## config.mk

```make
export PLATFORM = sky130hd
export DESIGN_NAME = mat_serialize
export DESIGN_NICKNAME = d
export VERILOG_FILES = /design/src/rtl/linalg_pkg.sv /design/src/rtl/mat_index_counter.sv /design/src/rtl/mat_serialize.sv
export SDC_FILE = /design/constraint.sdc
export NUM_CORES = 1
export LEC_CHECK = 0
export ABC_AREA = 1
export ABC_CLOCK_PERIOD_IN_PS = 29200
export CAP_MARGIN = 20
export CORE_MARGIN = 5
export CORE_UTILIZATION = 40
export CTS_CLUSTER_DIAMETER = 150
export DETAILED_ROUTE_END_ITERATION = 8
export PLACE_DENSITY = 0.66
export SLEW_MARGIN = 20
export SYNTH_ARGS = -nofsm -noshare
export SYNTH_HDL_FRONTEND = slang
export SYNTH_HIERARCHICAL = 1
export SYNTH_SLANG_ARGS = --single-unit
```

## constraint.sdc

```tcl
create_clock -name clk -period 29.2 [get_ports clk]
set_input_delay 2.92 -clock clk [delete_from_list [all_inputs] [get_ports clk]]
set_output_delay 2.92 -clock clk [all_outputs]
set_load 0.05 [all_outputs]
```

## src/rtl/linalg_pkg.sv

```systemverilog
// Shared types and constants for the linalg matrix stream units.
// Handshake state, float word type and index-width helper live here.
package linalg_pkg;

    typedef logic [31:0] float32_t;

    typedef enum logic {
        IDLE = 1'b0,
        EMIT = 1'b1
    } hs_state_t;

    localparam float32_t FLOAT_ONE = 32'h3F80_0000;
    localparam float32_t FLOAT_TWO = 32'h4000_0000;

    // Index widths never collapse to zero bits, even for a single row/column.
    function automatic int idx_width(input int n);
        return (n > 1) ? $clog2(n) : 1;
    endfunction

endpackage

```

## src/rtl/mat_index_counter.sv

```systemverilog
// Row/column walker over an M x N matrix, row-major or column-major.
// Shared by the serializer and deserializer stream units.
module mat_index_counter
    import linalg_pkg::*;
#(
    parameter int M         = 2,
    parameter int N         = 3,
    parameter int COL_MAJOR = 0,
    localparam int RW       = idx_width(M),
    localparam int CW       = idx_width(N)
) (
    input  logic          clk,
    input  logic          rst,
    input  logic          clear,
    input  logic          advance,
    output logic [RW-1:0] row,
    output logic [CW-1:0] col,
    output logic          last
);

    localparam logic [RW-1:0] ROW_MAX = RW'(M - 1);
    localparam logic [CW-1:0] COL_MAX = CW'(N - 1);

    logic [RW-1:0] row_reg, row_next;
    logic [CW-1:0] col_reg, col_next;
    logic          row_wrap;
    logic          col_wrap;

    assign row_wrap = (row_reg == ROW_MAX);
    assign col_wrap = (col_reg == COL_MAX);

    // The fast index wraps and carries into the slow one; a degenerate
    // dimension of size 1 always sits at its max and therefore stays 0.
    always_comb begin
        row_next = row_reg;
        col_next = col_reg;
        if (clear) begin
            row_next = '0;
            col_next = '0;
        end else if (advance) begin
            if (COL_MAJOR != 0) begin
                row_next = row_wrap ? '0 : row_reg + 1'b1;
                if (row_wrap) begin
                    col_next = col_wrap ? '0 : col_reg + 1'b1;
                end
            end else begin
                col_next = col_wrap ? '0 : col_reg + 1'b1;
                if (col_wrap) begin
                    row_next = row_wrap ? '0 : row_reg + 1'b1;
                end
            end
        end
    end

    always_ff @(posedge clk) begin
        if (rst) begin
            row_reg <= '0;
            col_reg <= '0;
        end else begin
            row_reg <= row_next;
            col_reg <= col_next;
        end
    end

    assign row  = row_reg;
    assign col  = col_reg;
    assign last = row_wrap && col_wrap;

endmodule

```

## src/rtl/mat_serialize.sv

```systemverilog
// Captures a whole M x N matrix in one handshake and replays it as an
// element stream tagged with row/column index and a last flag.
module mat_serialize
    import linalg_pkg::*;
#(
    parameter int M         = 2,
    parameter int N         = 3,
    parameter int WIDTH     = 32,
    parameter int COL_MAJOR = 0,
    localparam int RW       = idx_width(M),
    localparam int CW       = idx_width(N)
) (
    input  logic                          clk,
    input  logic                          rst,
    input  logic [M-1:0][N-1:0][WIDTH-1:0] input_mat,
    input  logic                          input_mat_stb,
    output logic                          input_mat_ack,
    output logic [WIDTH-1:0]              output_elem,
    output logic [RW-1:0]                 output_elem_row,
    output logic [CW-1:0]                 output_elem_col,
    output logic                          output_elem_last,
    output logic                          output_elem_stb,
    input  logic                          output_elem_ack
);

    hs_state_t state_reg, state_next;
    logic      ack_reg, ack_next;
    logic      stb_reg, stb_next;
    logic      in_xfer, out_xfer;
    logic      idx_clear, idx_advance, idx_last;
    logic [RW-1:0] idx_row;
    logic [CW-1:0] idx_col;
    logic [M-1:0][N-1:0][WIDTH-1:0] buf_reg;

    assign in_xfer  = (state_reg == IDLE) && ack_reg && input_mat_stb;
    assign out_xfer = (state_reg == EMIT) && stb_reg && output_elem_ack;

    mat_index_counter #(
        .M         (M),
        .N         (N),
        .COL_MAJOR (COL_MAJOR)
    ) u_index (
        .clk     (clk),
        .rst     (rst),
        .clear   (idx_clear),
        .advance (idx_advance),
        .row     (idx_row),
        .col     (idx_col),
        .last    (idx_last)
    );

    // The buffer is only loaded on capture, so the producer may change
    // input_mat freely while the stream is being emitted.
    always_ff @(posedge clk) begin
        if (in_xfer) begin
            buf_reg <= input_mat;
        end
    end

    always_ff @(posedge clk) begin
        if (rst) begin
            state_reg <= IDLE;
            ack_reg   <= 1'b0;
            stb_reg   <= 1'b0;
        end else begin
            state_reg <= state_next;
            ack_reg   <= ack_next;
            stb_reg   <= stb_next;
        end
    end

    always_comb begin
        state_next = state_reg;
        case (state_reg)
            IDLE:    if (in_xfer) state_next = EMIT;
            EMIT:    if (out_xfer && idx_last) state_next = IDLE;
            default: state_next = IDLE;
        endcase
    end

    always_comb begin
        ack_next    = (state_next == IDLE);
        stb_next    = (state_next == EMIT);
        idx_clear   = in_xfer || (out_xfer && idx_last);
        idx_advance = out_xfer && !idx_last;
    end

    // Element data and last are masked outside EMIT so idle/reset outputs read zero.
    assign input_mat_ack    = ack_reg;
    assign output_elem_stb  = stb_reg;
    assign output_elem      = stb_reg ? buf_reg[idx_row][idx_col] : '0;
    assign output_elem_row  = idx_row;
    assign output_elem_col  = idx_col;
    assign output_elem_last = stb_reg && idx_last;

endmodule
```

==> results by stage <==
Power and ir drop:
- The share of total power dissipated in sequential elements is 0.517.
- Of the total power, the clock network draws 0.383.
- Power spread over the standard cell area amounts to 55.5 mW/mm^2.
- Total power for the finished layout comes to 0.000637 W.
- The worst IR drop on VDD is 0.0318 mV.
- The internal power is 0.000490 W.
- The share of total power dissipated in combinational logic is 0.100.
- Summed over all cells, the static leakage comes to 4.62 nW.
- For this design the total switching power over the nets is 0.000147 W.
- Of the total power, the share spent switching nets is 0.232.

Timing:
- The final clock skew is 15.5 ps.
- The number of max-slew violations in the final report is 0.
- The worst slew margin relative to its limit is 0.287.
- Setup repair after global routing left no endpoint under its margin.
- The final-layout setup total negative slack is 0 ps.
- Counting I/O delays and the setup requirement, the final critical path takes 7320 ps.
- Derived from the worst setup path, the maximum achievable clock frequency is 137 MHz.
- Of the available clock period, the critical path in the final layout requires 0.251.
- The slew at the pin closest to its max-slew limit is 1070 ps.
- The count of endpoints failing setup in the final report is 0.
- The final hold violation count is 0.

Flow run:
- The total of max-cap violations is 0.

Clocking:
- The clock passes through at most 2 buffers.
- The CTS tree is built.
- At the later pin of the worst-skew pair, clock insertion delay measures 440 ps.
- Buffers inserted to repair hold after CTS numbered 0.
- The root buffer cell is sky130_fd_sc_hd__clkbuf_16.
- The clock tree synthesis step divided the H-tree into 4 levels.
- The tree built by TritonCTS fans out to approximately 200 sinks.
- The number of setup buffers added after CTS is 0.
- The clock transition at the registers of the reported paths is 70 ps.
- The number of clock buffers added by TritonCTS is 17.
- Gates resized during post-CTS repair numbered 0.

Placed design:
- The global placer's final weighted congestion is 0.805.
- The number of I/O port buffers is 233.
- Summed over all nets, the half-perimeter wirelength after detailed placement is 13,900 um.

Global routing:
- The first global-routing pass estimated 32,500 um of wire.
- The initial antenna violation count is 1.
- The number of global-route vias before repair is slightly below 6,000.
- The total grt overflow is 0.
- Entering global routing, the biggest net connects 167 pins.
- Across every metal layer, demand over resource in global routing totals 0.177.

Detailed routing:
- In the routed layout, each cell is associated on average with a via count of 4.68.
- The number of search-and-repair iterations in the first detailed-routing pass is 5.
- The wire length reported by the detailed router is 21,200 um.
- After detailed routing, the average wire length per cell comes to 16.9 um.
- In this run, the number of DRC markers left after iteration 0 of detailed routing was approximately 390.
- Once detail routing completed, the nets flagged for antenna violations numbered 0.
- Summing over every cut layer, the via total after detailed routing is around 5,800.
- After detailed routing, the number of remaining DRC violations is 0.

Synth:
- The number of different library cells in the post-synthesis netlist is 19.
- The register area share after synthesis is 0.702.
- By area, the combinational part of the netlist is dominated by simple AND/OR/NAND/NOR gates.
- After technology mapping, the gate count stands at 748.
- Of the total synthesized cell area, the portion taken by XOR and XNOR cells is 0.
- After synthesis, the share of cell area in mux cells is 0.
- The warning count from the yosys run is 6.
- Counting every net in the synthesized netlist gives ~940.
- The post-synthesis register bit count is 197.
- After synthesis the cells add up to about 0.0084 mm^2.
- The post-synthesis compound-gate area fraction came to 0.0497.
- The mean instance size in the synthesized netlist is 11.2 um^2.
- The share of synthesized cell area in full adder, half adder and majority cells is 0.
- Of the total synthesized cell area, the portion taken by AND, OR, NAND and NOR gates is 0.160.

Floorplan:
- The die footprint is 0.0239 mm^2.
- The placement row count is 52.
- For this configuration, the core starts out at a cell density of 0.409.
- The floorplan die width is ~150 um.
- The number of top-level pins is 234.
- The overall die height is 155 um.
- The region available for standard cell placement spans 0.0204 mm^2.

Final layout:
- The share of cells above drive strength 1 is 0.0673.
- The relative area change from synthesis to final layout is 37.5%.
- The number of nets in the layout is 1,163.
- The count of inserted antenna diode cells is 0.
- In the layout the commonest cells are 233 x sky130_fd_sc_hd__clkdlybuf4s50_1, 201 x sky130_fd_sc_hd__nand2_1, 192 x sky130_fd_sc_hd__edfxtp_1, 133 x sky130_fd_sc_hd__inv_1, 65 x sky130_fd_sc_hd__nand3_1.
- The library cell used most frequently in the layout, excluding fill and tap cells, is sky130_fd_sc_hd__clkdlybuf4s50_1.
- The flip-flop count of the largest register after layout is 192.

Worst setup path:
- The capturing element type of the critical path is an output port.
- STA classifies the critical path startpoint as a flop.
- In this run the worst path has a maximum fanout of 99.
- STA puts the critical path data arrival time at 4400 ps.
- STA puts the critical path data required time at 26,280 ps.
- The setup path with the least slack is of type reg -> out.

Min path:
- The path class of the tightest hold or removal check is reg -> reg.

Status:
- The flow ran to the end, and the final reports show no timing, DRC or antenna violations.
[final cells by class]
cell class | instances | area, um^2
clock inverter | 14 | 190
inverter | 138 | 519
multi-input combinational | 376 | 1760
sequential | 197 | 5870
timing repair buffer | 237 | 2370
clock buffer | 18 | 429
tap | 270 | 338
fill | 1728 | 8940
[cells by family (layout without fill, tap and decap cells)]
group,count (synthesis),in the layout
AND/OR/NAND/NOR,309,309
flip-flops,197,197
buffers and inverters,175,407
AO/OA/AOI/OAI,67,67
[through the flow]
stage	util	hold WS [ps]	worst slack, ps	cell area, um^2	std cells
floorplan	-	737	17470	8350	748
detailed placement	0.532	529	22280	10900	1218
finish	0.562	552	21880	11500	1250
global route	0.562	608	21500	11500	1250
global placement	0.532	515	22290	10900	1218
CTS	0.562	541	21800	11500	1250
[worst paths after layout]
path                   from         endpoint  slack, ps  cells after the start
max             u_index/row  output_elem[31]      21880                      8
min          u_index/col[1]   u_index/col[1]        550                      2
max reg2reg   input_mat_ack     buf_reg[124]      26930                      3
min reg2reg  u_index/col[1]   u_index/col[1]        550                      2
[routing by layer]
layer	share of wire	wire length (um)	GRT usage	vias up
met5	0.00033	7	0	-
met4	0.011	224	0.0429	2
met3	0.080	1700	0.0587	19
met2	0.49	10300	0.290	205
met1	0.42	8910	0.229	2735
li1	-	-	-	2887
[power groups by stage]
stage / registers, W / logic [W] / clock network [W]
2_1_floorplan: 0.000340 / 0.0000256 / 0
3_3_place_gp: 0.000335 / 0.0000635 / 0
3_5_place_dp: 0.000336 / 0.0000642 / 0
4_1_cts: 0.000329 / 0.0000646 / 0.000250
5_1_grt: 0.000330 / 0.0000688 / 0.000262
6_report: 0.000329 / 0.0000638 / 0.000244
[synthesized netlist by cell type, drive strengths merged]
cell type  instances  share of area
o21ai              2         0.0012
nand3             65          0.039
a21oi             33          0.020
nor2               9         0.0046
nand2            201          0.090
dfxtp              5          0.012
nor3               1        0.00060
or2               32          0.024
edfxtp           192           0.69
o211ai            32          0.029
clkbuf            10         0.0045
buf               27          0.022
inv              138          0.062
nor3b              1         0.0015
[worst max-delay path, cell delays in order, from the launching register on]
cell	delay, ps
sky130_fd_sc_hd__dfxtp_4	1050
sky130_fd_sc_hd__clkinv_2	870
sky130_fd_sc_hd__buf_4	560
sky130_fd_sc_hd__nand2_1	120
sky130_fd_sc_hd__nand3_1	70
sky130_fd_sc_hd__nand2_1	100
sky130_fd_sc_hd__nand2_1	50
sky130_fd_sc_hd__a21oi_1	170
sky130_fd_sc_hd__clkdlybuf4s50_1	870
Power figures use the tool's default switching activity.
